## src/rtl/mem_arbiter_pkg.sv

```systemverilog
// mem_arbiter_pkg: shared constants, FSM encoding and sizing helper for mem_arbiter
package mem_arbiter_pkg;

    localparam logic CLI_ICACHE = 1'b0;
    localparam logic CLI_DCACHE = 1'b1;

    typedef enum logic {
        IDLE  = 1'b0,
        WDATA = 1'b1
    } state_t;

    // Counter/pointer width; never below 1 so single-beat configs still elaborate.
    function automatic int ceil_log2(input int x);
        return (x <= 2) ? 1 : $clog2(x);
    endfunction

endpackage

```

## src/rtl/mem_arbiter_if.sv

```systemverilog
// mem_arbiter_if: two cache clients plus one main-memory port bundled as one interface
//   master : arbiter view (drives ready/resp to clients, request/data to memory)
//   slave  : environment view (caches and memory model)
interface mem_arbiter_if #(
    parameter int ADDR_BITS = 28,
    parameter int DATA_BITS = 128
);
    logic [1:0]                 cli_req_val;
    logic [1:0]                 cli_req_rdy;
    logic [2*ADDR_BITS-1:0]     cli_req_addr;
    logic [1:0]                 cli_req_rw;
    logic [1:0]                 cli_req_data_valid;
    logic [1:0]                 cli_req_data_ready;
    logic [2*DATA_BITS-1:0]     cli_req_data_bits;
    logic [2*DATA_BITS/8-1:0]   cli_req_data_mask;
    logic [1:0]                 cli_resp_val;
    logic                       mem_req_val;
    logic                       mem_req_rdy;
    logic [ADDR_BITS-1:0]       mem_req_addr;
    logic                       mem_req_rw;
    logic                       mem_req_data_valid;
    logic                       mem_req_data_ready;
    logic [DATA_BITS-1:0]       mem_req_data_bits;
    logic [DATA_BITS/8-1:0]     mem_req_data_mask;
    logic                       mem_resp_val;

    modport master (
        input  cli_req_val, cli_req_addr, cli_req_rw, cli_req_data_valid,
               cli_req_data_bits, cli_req_data_mask, mem_req_rdy,
               mem_req_data_ready, mem_resp_val,
        output cli_req_rdy, cli_req_data_ready, cli_resp_val, mem_req_val,
               mem_req_addr, mem_req_rw, mem_req_data_valid,
               mem_req_data_bits, mem_req_data_mask
    );

    modport slave (
        output cli_req_val, cli_req_addr, cli_req_rw, cli_req_data_valid,
               cli_req_data_bits, cli_req_data_mask, mem_req_rdy,
               mem_req_data_ready, mem_resp_val,
        input  cli_req_rdy, cli_req_data_ready, cli_resp_val, mem_req_val,
               mem_req_addr, mem_req_rw, mem_req_data_valid,
               mem_req_data_bits, mem_req_data_mask
    );
endinterface

```

## src/rtl/mem_arbiter_owner_fifo.sv

```systemverilog
// owner_fifo: 1-bit-wide FIFO recording which client owns each outstanding read
//   clk, reset (async active-low); push/din write the tail; pop drops head;
//   full, empty, head reflect registered state.
import mem_arbiter_pkg::*;

module owner_fifo #(
    parameter int DEPTH = 4
) (
    input  logic clk,
    input  logic reset,
    input  logic push,
    input  logic pop,
    input  logic din,
    output logic full,
    output logic empty,
    output logic head
);
    localparam int AW = ceil_log2(DEPTH);

    logic [DEPTH-1:0] mem;
    logic [AW:0]      wp, rp;

    always_ff @(posedge clk or negedge reset) begin
        if (!reset) begin
            mem <= '0;
            wp  <= '0;
            rp  <= '0;
        end else begin
            if (push) begin
                mem[wp[AW-1:0]] <= din;
                wp <= wp + 1'b1;
            end
            if (pop) rp <= rp + 1'b1;
        end
    end

    // Extra pointer bit separates a wrapped (full) FIFO from an empty one.
    assign empty = (wp == rp);
    assign full  = (wp[AW] != rp[AW]) && (wp[AW-1:0] == rp[AW-1:0]);
    assign head  = mem[rp[AW-1:0]];
endmodule

```

## src/rtl/mem_arbiter.sv

```systemverilog
// mem_arbiter: icache/dcache arbiter onto one main-memory request/data channel
//   clk, reset (async active-low); bus = mem_arbiter_if.master carrying both
//   client ports and the memory port. Define ARB_RR_EN for round-robin grant;
//   otherwise dcache has fixed priority over icache.
import mem_arbiter_pkg::*;

module mem_arbiter #(
    parameter int ADDR_BITS   = 28,
    parameter int DATA_BITS   = 128,
    parameter int BEATS       = 4,
    parameter int OWNER_DEPTH = 4
) (
    input  logic          clk,
    input  logic          reset,
    mem_arbiter_if.master bus
);
    localparam int CW = ceil_log2(BEATS);
    localparam logic [CW-1:0] LAST = CW'(BEATS - 1);

    state_t         state, state_nx;
    logic           wowner;
    logic [CW-1:0]  wcnt, rcnt;
    logic           full, empty, head;
    logic [1:0]     elig;
    logic           g, rw_g, hs, beat, rbeat, pop;

    // A read is only eligible while there is room to remember its owner.
    assign elig  = bus.cli_req_val & (bus.cli_req_rw | {2{~full}});
    assign rw_g  = g ? bus.cli_req_rw[1] : bus.cli_req_rw[0];
    assign hs    = (state == IDLE) && (|elig) && bus.mem_req_rdy;
    assign beat  = (state == WDATA) && bus.mem_req_data_ready &&
                   (wowner ? bus.cli_req_data_valid[1] : bus.cli_req_data_valid[0]);
    assign rbeat = bus.mem_resp_val && !empty;
    assign pop   = rbeat && (rcnt == LAST);

`ifdef ARB_RR_EN
    // rr_ptr holds the client served last; on a tie the other one wins.
    logic rr_ptr;
    assign g = (&elig) ? ~rr_ptr : elig[CLI_DCACHE];
    always_ff @(posedge clk or negedge reset) begin
        if (!reset) rr_ptr <= CLI_ICACHE;
        else if (hs) rr_ptr <= g;
    end
`else
    assign g = elig[CLI_DCACHE];
`endif

    owner_fifo #(.DEPTH(OWNER_DEPTH)) u_owner_fifo (
        .clk   (clk),
        .reset (reset),
        .push  (hs && !rw_g),
        .pop   (pop),
        .din   (g),
        .full  (full),
        .empty (empty),
        .head  (head)
    );

    always_ff @(posedge clk or negedge reset) begin
        if (!reset) begin
            state  <= IDLE;
            wowner <= CLI_ICACHE;
            wcnt   <= '0;
            rcnt   <= '0;
        end else begin
            state <= state_nx;
            if (hs && rw_g) begin
                wowner <= g;
                wcnt   <= '0;
            end else if (beat) begin
                wcnt <= (wcnt == LAST) ? '0 : wcnt + 1'b1;
            end
            if (rbeat) rcnt <= (rcnt == LAST) ? '0 : rcnt + 1'b1;
        end
    end

    // Outputs are forced to zero while reset is held, even with clients active.
    always_comb begin
        state_nx                = state;
        bus.cli_req_rdy         = '0;
        bus.cli_req_data_ready  = '0;
        bus.cli_resp_val        = '0;
        bus.mem_req_val         = 1'b0;
        bus.mem_req_addr        = '0;
        bus.mem_req_rw          = 1'b0;
        bus.mem_req_data_valid  = 1'b0;
        bus.mem_req_data_bits   = '0;
        bus.mem_req_data_mask   = '0;
        if (reset) begin
            bus.cli_resp_val[head] = rbeat;
            if (state == IDLE) begin
                bus.mem_req_val    = |elig;
                bus.mem_req_addr   = g ? bus.cli_req_addr[2*ADDR_BITS-1:ADDR_BITS]
                                       : bus.cli_req_addr[ADDR_BITS-1:0];
                bus.mem_req_rw     = rw_g;
                bus.cli_req_rdy[g] = (|elig) && bus.mem_req_rdy;
                if (hs && rw_g) state_nx = WDATA;
            end else begin
                bus.mem_req_data_valid = wowner ? bus.cli_req_data_valid[1]
                                                : bus.cli_req_data_valid[0];
                bus.mem_req_data_bits  = wowner ? bus.cli_req_data_bits[2*DATA_BITS-1:DATA_BITS]
                                                : bus.cli_req_data_bits[DATA_BITS-1:0];
                bus.mem_req_data_mask  = wowner ? bus.cli_req_data_mask[2*DATA_BITS/8-1:DATA_BITS/8]
                                                : bus.cli_req_data_mask[DATA_BITS/8-1:0];
                bus.cli_req_data_ready[wowner] = bus.mem_req_data_ready;
                if (beat && wcnt == LAST) state_nx = IDLE;
            end
        end
    end
endmodule

```

## src/flat_wrapper.sv

```systemverilog
// flat-port wrapper written by rule: the top's interface ports become plain ports
module mem_arbiter_flat 
#(
    parameter int ADDR_BITS   = 28,
    parameter int DATA_BITS   = 128,
    parameter int BEATS       = 4,
    parameter int OWNER_DEPTH = 4
)
  (clk, reset, bus_cli_req_val, bus_cli_req_addr, bus_cli_req_rw, bus_cli_req_data_valid, bus_cli_req_data_bits, bus_cli_req_data_mask, bus_mem_req_rdy, bus_mem_req_data_ready, bus_mem_resp_val, bus_cli_req_rdy, bus_cli_req_data_ready, bus_cli_resp_val, bus_mem_req_val, bus_mem_req_addr, bus_mem_req_rw, bus_mem_req_data_valid, bus_mem_req_data_bits, bus_mem_req_data_mask);
  mem_arbiter_if #(.ADDR_BITS(ADDR_BITS), .DATA_BITS(DATA_BITS)) bus_i ();
  input  logic clk;
  input  logic reset;
  input wire logic [$bits(bus_i.cli_req_val)-1:0] bus_cli_req_val;
  input wire logic [$bits(bus_i.cli_req_addr)-1:0] bus_cli_req_addr;
  input wire logic [$bits(bus_i.cli_req_rw)-1:0] bus_cli_req_rw;
  input wire logic [$bits(bus_i.cli_req_data_valid)-1:0] bus_cli_req_data_valid;
  input wire logic [$bits(bus_i.cli_req_data_bits)-1:0] bus_cli_req_data_bits;
  input wire logic [$bits(bus_i.cli_req_data_mask)-1:0] bus_cli_req_data_mask;
  input wire logic [$bits(bus_i.mem_req_rdy)-1:0] bus_mem_req_rdy;
  input wire logic [$bits(bus_i.mem_req_data_ready)-1:0] bus_mem_req_data_ready;
  input wire logic [$bits(bus_i.mem_resp_val)-1:0] bus_mem_resp_val;
  output wire logic [$bits(bus_i.cli_req_rdy)-1:0] bus_cli_req_rdy;
  output wire logic [$bits(bus_i.cli_req_data_ready)-1:0] bus_cli_req_data_ready;
  output wire logic [$bits(bus_i.cli_resp_val)-1:0] bus_cli_resp_val;
  output wire logic [$bits(bus_i.mem_req_val)-1:0] bus_mem_req_val;
  output wire logic [$bits(bus_i.mem_req_addr)-1:0] bus_mem_req_addr;
  output wire logic [$bits(bus_i.mem_req_rw)-1:0] bus_mem_req_rw;
  output wire logic [$bits(bus_i.mem_req_data_valid)-1:0] bus_mem_req_data_valid;
  output wire logic [$bits(bus_i.mem_req_data_bits)-1:0] bus_mem_req_data_bits;
  output wire logic [$bits(bus_i.mem_req_data_mask)-1:0] bus_mem_req_data_mask;
  assign bus_i.cli_req_val = bus_cli_req_val;
  assign bus_i.cli_req_addr = bus_cli_req_addr;
  assign bus_i.cli_req_rw = bus_cli_req_rw;
  assign bus_i.cli_req_data_valid = bus_cli_req_data_valid;
  assign bus_i.cli_req_data_bits = bus_cli_req_data_bits;
  assign bus_i.cli_req_data_mask = bus_cli_req_data_mask;
  assign bus_i.mem_req_rdy = bus_mem_req_rdy;
  assign bus_i.mem_req_data_ready = bus_mem_req_data_ready;
  assign bus_i.mem_resp_val = bus_mem_resp_val;
  assign bus_cli_req_rdy = bus_i.cli_req_rdy;
  assign bus_cli_req_data_ready = bus_i.cli_req_data_ready;
  assign bus_cli_resp_val = bus_i.cli_resp_val;
  assign bus_mem_req_val = bus_i.mem_req_val;
  assign bus_mem_req_addr = bus_i.mem_req_addr;
  assign bus_mem_req_rw = bus_i.mem_req_rw;
  assign bus_mem_req_data_valid = bus_i.mem_req_data_valid;
  assign bus_mem_req_data_bits = bus_i.mem_req_data_bits;
  assign bus_mem_req_data_mask = bus_i.mem_req_data_mask;
  mem_arbiter #(.ADDR_BITS(ADDR_BITS), .DATA_BITS(DATA_BITS), .BEATS(BEATS), .OWNER_DEPTH(OWNER_DEPTH)) u_core (.clk(clk), .reset(reset), .bus(bus_i));
endmodule
```

## config.mk

```make
export PLATFORM = sky130hd
export DESIGN_NAME = mem_arbiter_flat
export DESIGN_NICKNAME = d
export VERILOG_FILES = /design/src/rtl/mem_arbiter_pkg.sv /design/src/rtl/mem_arbiter_if.sv /design/src/rtl/mem_arbiter_owner_fifo.sv /design/src/rtl/mem_arbiter.sv /design/src/flat_wrapper.sv
export SDC_FILE = /design/constraint.sdc
export NUM_CORES = 1
export LEC_CHECK = 0
export CAP_MARGIN = 40
export CORE_AREA = 3 3 210 212
export CTS_BUF_LIST = sky130_fd_sc_hd__clkbuf_16
export DETAILED_ROUTE_END_ITERATION = 6
export DIE_AREA = 0 0 213 215
export MAX_ROUTING_LAYER = met4
export PLACE_DENSITY = 0.48
export SLEW_MARGIN = 20
export SYNTH_ARGS = -nofsm -noshare
export SYNTH_HDL_FRONTEND = slang
export SYNTH_SLANG_ARGS = --single-unit
```

## constraint.sdc

```tcl
create_clock -name clk -period 5.4 [get_ports clk]
set_clock_uncertainty 0.2 [all_clocks]
set_input_delay 0.54 -clock clk [delete_from_list [all_inputs] [get_ports clk]]
set_output_delay 0.54 -clock clk [all_outputs]
set_load 0.01 [all_outputs]
```

==> Yosys cells after proc, flatten, opt, wreduce, memory -nomap -nowiden <==
Cells that the tools add are included.
{ "totals": {"register_bits": 16, "out_inout_bits": 181} }
{ "classes": {"addsub": 4, "n_lt_le_gt_ge": 9, "eq_ne": 5, "mux": 40, "bitwise": 7, "reduce_logical": 19} }
{ "op_table": {"columns": ["cell", "n"], "rows": [
  ["two-way mux 128 bit", 3],
  ["two-way mux 28 bit", 3],
  ["two-way mux 16 bit", 3],
  ["two-way mux 2 bit", 9],
  ["two-way mux 1 bit", 16],
  ["logical AND 1 bit", 15],
  ["AND 2 bit", 4],
  ["adder 3 x 1 -> 3 bit, second input constant", 2],
  ["< comparator 1 x 2 -> 1 bit, second input constant", 3],
  ["< comparator 2 x 3 -> 1 bit, second input constant", 2],
  ["adder 2 x 1 -> 2 bit, second input constant", 2],
  ["bitwise mux 4 bit", 1],
  ["== test 2 bit, second input constant", 2],
  ["demux 1 bit (select 1 bit)", 3],
  ["== test 3 bit", 1],
  ["greater-or-equal comparator 1 bit, second input constant", 3],
  ["binary-select mux 1 bit (select 2 bit)", 1],
  ["demux 1 bit (select 2 bit)", 1],
  ["== test 2 bit", 1],
  ["greater-or-equal comparator 2 x 1 -> 1 bit, second input constant", 1],
  ["logical NOT 1 bit", 2],
  ["NOT 1 bit", 2],
  ["bitwise OR 2 bit", 1],
  ["nonzero test 2 bit", 1],
  ["other kinds (2)", 2]
]} }

==> Depth between registers and ports, before layout <==
{ "logic_depth": {"word_depth": 12, "ltp_mapped": 5, "depth_no_buf": 4} }

==> Hierarchy <==
From an unflattened synthesis, not the netlist that was laid out.
{ "unflattened": {"cells_unflattened": 510, "hier_area_um2": 3490.8} }
{ "modules_own_cells": {"columns": ["mod", "instances", "cells_each", "area_each_um2"], "rows": [
  ["mem_arbiter", 1, 471, 2984.1],
  ["owner_fifo", 1, 39, 506.7]
]} }

==> Worst setup path after synthesis <==
Ideal clock, no wire load.
{ "synth_path": {"kind": "register to output", "from": "register u_core.u_owner_fifo.rp[1]", "to": "output bus_cli_req_rdy[0]", "t_arrival_ns": 1.625, "required_time_ns": 4.660, "path_slack_ns": 3.035, "stages_incl_launch_ff": 5, "n_path_buf": 1, "path_cell_list": "dfrtp_1 > xor2_2 > o41a_4 > buf_2 > nor3_1"} }
{ "synth_between": {"elab_chain_cells": 12} }
{ "synth_rtl": {"columns": ["element", "line", "source"], "rows": [
  ["start: declaration", "mem_arbiter_owner_fifo.sv:21", "logic [AW:0] wp, rp;"],
  ["start signal: assignment", "mem_arbiter_owner_fifo.sv:33", "if (pop) rp <= rp + 1'b1;"],
  ["== test 2 bit (*)", "mem_arbiter_owner_fifo.sv:39", "assign full = (wp[AW] != rp[AW]) && (wp[AW-1:0] == rp[AW-1:0]);"],
  ["logical AND 1 bit (*)", "mem_arbiter_owner_fifo.sv:39", null],
  ["NOT 1 bit (*)", "mem_arbiter.sv:28", "assign elig = bus.cli_req_val & (bus.cli_req_rw | {2{~full}});"],
  ["bitwise OR 2 bit (*)", "mem_arbiter.sv:28", null],
  ["AND 2 bit (*)", "mem_arbiter.sv:28", null],
  ["< comparator 1 x 2 -> 1 bit (not written as such) or greater-or-equal comparator 1 bit (tied branches)", "mem_arbiter.sv:96", "bus.cli_req_rdy[g] = (|elig) && bus.mem_req_rdy;"],
  ["logical AND 1 bit", "mem_arbiter.sv:96", null],
  ["two-way mux 1 bit (not written as such)", "mem_arbiter.sv:96", null],
  ["demux 1 bit (select 1 bit)", null, null],
  ["AND 2 bit (no source line) (*)", null, null],
  ["two-way mux 2 bit (*)", "mem_arbiter.sv:91", "if (state == IDLE) begin"],
  ["two-way mux 2 bit (*)", "mem_arbiter.sv:89", "if (reset) begin"],
  ["end: declaration", "flat_wrapper.sv:22", "output wire logic [$bits(bus_i.cli_req_rdy)-1:0] bus_cli_req_rdy;"]
]} }
Mark *: on every way between the ends. The rest lies on a longest branch, timed or not.

==> Worst setup path in the final report <==
{ "layout_path": {"from": "input reset", "to": "output bus_mem_req_addr[15]"} }
{ "layout_between": {"elab_chain_cells": 1} }
{ "layout_rtl": {"columns": ["element", "line", "source"], "rows": [
  ["start: declaration", "flat_wrapper.sv:12", "input logic reset;"],
  ["two-way mux 28 bit", "mem_arbiter.sv:89", null],
  ["end: declaration", "flat_wrapper.sv:26", "output wire logic [$bits(bus_i.mem_req_addr)-1:0] bus_mem_req_addr;"]
]} }
Every way passes these cells.

==> results_tabular.tex <==
\begin{tabular}{lr}
\hline
Metric & Value \\
\hline
\multicolumn{2}{l}{\textbf{Status}} \\
Run status & finished clean \\
\multicolumn{2}{l}{\textbf{Power and ir drop}} \\
Register share of total power & 11.6\% \\
Leakage Power & 4.42 nW \\
Cell internal pwr & approximately 0.0012 W \\
Comb power frac & 81.7\% \\
Cell Pwr Density & 221 mW/mm\^{}2 \\
Net switching component of the power & between 0.0009 and 0.001 W \\
Proportion of total power due to net switching & 43.6\% \\
Clock share of power & 6.8\% \\
Worst voltage drop across the vdd grid & 0.199 mV \\
\multicolumn{2}{l}{\textbf{Floorplanning}} \\
Overall die width & around 210 um \\
Height of the die & 215 um \\
Core box area & roughly 0.042 mm\^{}2 \\
Die Area & 0.0458 mm\^{}2 \\
Initial cell density of the core & 8.44\% \\
Cell row count & 75 \\
Number of primary I/O pins & between 500 and 600 \\
\multicolumn{2}{l}{\textbf{Synth}} \\
Number of library cell types mapped by synthesis & 36 \\
Dominant register cell in the synthesized netlist & sky130\_fd\_sc\_hd\_\_dfrtp\_1 \\
Syn\_area\_per\_cell & around 7 um\^{}2 \\
Cell count after synthesis & 504 \\
Portion of synthesized cell area occupied by the leading cell type & 41.1\% \\
Asr flop ratio synth & 100\% \\
Flops \& latches, synth & 16 \\
Cell type contributing the most total cell area after synthesis & sky130\_fd\_sc\_hd\_\_mux2i\_1 \\
Most instantiated library cell after synthesis & sky130\_fd\_sc\_hd\_\_nor2\_1 \\
Proportion of synthesized chip area in sequential cells & 11.3\% \\
Total number of yosys warnings & 0 \\
Leading post-synthesis cells by cell area & sky130\_fd\_sc\_hd\_\_mux2i\_1 41\%, sky130\_fd\_sc\_hd\_\_nor2\_1 16\%, sky130\_fd\_sc\_hd\_\_dfrtp\_1 11\% \\
Post-synth EDFFs & 0 \\
Commonest cells in the netlist & 148 x sky130\_fd\_sc\_hd\_\_nor2\_1, 146 x sky130\_fd\_sc\_hd\_\_mux2i\_1, 63 x sky130\_fd\_sc\_hd\_\_nand2\_1 \\
Synthesized area & 0.00355 mm\^{}2 \\
Nets in the synthesized netlist & 866 \\
\multicolumn{2}{l}{\textbf{Timing}} \\
Setup-failing EPs final & 0 \\
Slew of the pin with the lowest slew margin & 0.554 ns \\
RSZ-0062 raised after global routing & false \\
Tmin final & around 3.5 ns \\
Worst hold-check slack & a little over 0.3 ns \\
Fin Setup TNS & 0 ns \\
Max-slew violation count & 0 \\
Achievable clock frequency & between 0.2 and 0.3 GHz \\
Fin crit share & 65.6\% \\
Relative slew slack & 62.0\% \\
Final Hold Fails & 0 \\
\multicolumn{2}{l}{\textbf{Detailed routing}} \\
Routed wire per std cell & $\sim$19 um \\
DRC marker count from the first detailed-route iteration & $\sim$270 \\
First-pass DRT Iterations & 4 \\
Routed wire length & 29300 um \\
Via density per instance & 3.61 \\
Count of nets left with antenna violations after detail routing & 0 \\
DRC errors left & 0 \\
Routed vias & 5628 \\
\multicolumn{2}{l}{\textbf{Clock network}} \\
Post-cts resize count & 0 \\
Clock Latency Late Sink & $\sim$0.24 ns \\
Buffer levels on the longest clock path & 2 \\
CTS tree & done \\
Clock H-tree levels & 1 \\
Number of buffers created by CTS & 3 \\
Setup Fix Bufs, Post-CTS & 0 \\
\# clock sinks & 16 \\
Clock Pin Slew Worst Setup and Hold Paths & 0.05 ns \\
Hold-fix buffer count after cts & 0 \\
Clk Tree Root Cell & sky130\_fd\_sc\_hd\_\_clkbuf\_16 \\
\multicolumn{2}{l}{\textbf{GRT}} \\
Pin count of the biggest net entering global routing & 73 \\
Total routing resource utilization after global routing & 12.0\% \\
Wire length of the first global-routing pass & 39800 um \\
Via count of the first global-routing pass & 5896 \\
Antenna violations before repair & 5 \\
Global-route congestion overflow total & 0 \\
\multicolumn{2}{l}{\textbf{Job}} \\
Count of max-cap constraint violations & 0 \\
\multicolumn{2}{l}{\textbf{Placed design}} \\
Total half-perimeter wirelength after legalization and detailed placement & 25900 um \\
Port Buffers & 535 \\
Placed cell area & 0.00956 mm\^{}2 \\
Placed cell count & 1548 \\
Final estimated routing congestion in global placement & 0.859 \\
\multicolumn{2}{l}{\textbf{Layout}} \\
Area overhead of the layout relative to synthesis & 172\% \\
Finished layout cell area & 0.00965 mm\^{}2 \\
Number of standard cells in the layout, taps in and fillers out & 1557 \\
Fraction of layout cells with a size suffix above 1 & 3.36\% \\
Number of nets in the final layout & 1376 \\
\multicolumn{2}{l}{\textbf{Critical path}} \\
Crit path max fanout & 20 \\
Data arrival time of the critical path & 2.80 ns \\
Startpoint type of the worst setup path & input pin \\
Kind of end point of the critical path & output port \\
CP required & 4.66 ns \\
Crit path kind & input pin to output port \\
\multicolumn{2}{l}{\textbf{Hold path}} \\
Worst hold-check path type & flip-flop to flip-flop \\
\hline
\end{tabular}
## layer usage
layer  global-route usage [%]  vias to the layer above  routed length (um)
met5                        -                        -                   0
li1                         -                     2738                   -
met4                    0.798                        0                 156
met2                     22.2                      309               14900
met3                     2.86                        8                2570
met1                     13.7                     2573               11700
## worst max-delay path, stage by stage
cell and delay (ns):
sky130_fd_sc_hd__clkdlybuf4s50_1 0.69, sky130_fd_sc_hd__buf_4 0.31, sky130_fd_sc_hd__nand2b_1 0.28, sky130_fd_sc_hd__buf_6 0.27
sky130_fd_sc_hd__a21oi_1 0.14, sky130_fd_sc_hd__clkdlybuf4s50_1 0.56
## stage by stage
stage / util (%) / total power, W / setup WS [ns]
3_5_place_dp: 22.7 / 0.00201 / 1.87
6_report: 22.9 / 0.00213 / 1.86
3_3_place_gp: 22.5 / 0.00198 / 1.44
4_1_cts: 22.9 / 0.00217 / 1.85
2_1_floorplan: - / 0.00102 / 3.04
5_1_grt: 22.9 / 0.00229 / 1.69
## cells in the final DEF (no fill, tap or decap), types with 2 or more instances in the layout
master,instances
sky130_fd_sc_hd__diode_2,5
sky130_fd_sc_hd__nor2_1,148
sky130_fd_sc_hd__buf_4,8
sky130_fd_sc_hd__inv_1,2
sky130_fd_sc_hd__mux2i_1,146
sky130_fd_sc_hd__nor3b_1,6
sky130_fd_sc_hd__nand2b_1,2
sky130_fd_sc_hd__clkbuf_16,3
sky130_fd_sc_hd__buf_16,2
sky130_fd_sc_hd__nand2_1,62
sky130_fd_sc_hd__ha_1,7
sky130_fd_sc_hd__xor2_2,2
sky130_fd_sc_hd__mux2_2,9
sky130_fd_sc_hd__nor2b_1,4
sky130_fd_sc_hd__o21ai_0,2
sky130_fd_sc_hd__nand3_1,2
sky130_fd_sc_hd__and4_1,2
sky130_fd_sc_hd__clkdlybuf4s50_1,535
sky130_fd_sc_hd__dfrtp_1,15
sky130_fd_sc_hd__xnor2_1,3
sky130_fd_sc_hd__a21oi_1,32
## power by group through the flow
stage,Sequential [W],Clock [W],Combinational (W)
after floorplan,0.000225,0,0.000797
after global placement,0.000271,0,0.00171
after detailed placement,0.000251,0,0.00176
after CTS,0.000248,0.000148,0.00177
after global routing,0.000258,0.000155,0.00187
final,0.000246,0.000144,0.00174
## state kept, by name, summed over array words and instances, names as in the netlist
register	flops
u_core.u_owner_fifo.rp	3
u_core.rcnt	2
u_core.wowner	1
u_core.state	1
u_core.u_owner_fifo.mem	4
u_core.u_owner_fifo.wp	3
u_core.wcnt	2
## cell type report
type | count | area, um^2
sequential | 16 | 404
clock inverter | 1 | 3.75
timing repair buffer | 547 | 5500
fill | 4678 | 32500
antenna | 5 | 12.5
clock buffer | 3 | 75.1
inverter | 2 | 7.51
tap | 539 | 674
multi-input combinational | 444 | 2980
## worst paths after layout
path,startpoint,end,slack [ns],cells past startpoint
worst max-delay path,reset,bus_mem_req_addr[15],1.86,6
worst min-delay path,u_core.u_owner_fifo.mem[3],u_core.u_owner_fifo.mem[3],0.31,1
worst max register to register,u_core.u_owner_fifo.rp[2],u_core.rcnt[1],3.26,4
worst min register to register,u_core.u_owner_fifo.mem[3],u_core.u_owner_fifo.mem[3],0.31,1
max in group asynchronous,reset,u_core.u_owner_fifo.mem[0],4.09,2
min in group asynchronous,reset,u_core.wowner,0.38,1
## kinds of logic after synthesis
family,after synthesis,synth area share (%)
fa+ha+maj,7,2.46
mux,156,44.6
xor+xnor,7,2.36
flops,16,11.3
simple gates,233,26.8
compound gates,41,7.00
buf+inv,44,5.56
(Power assumes the default switching activity.)
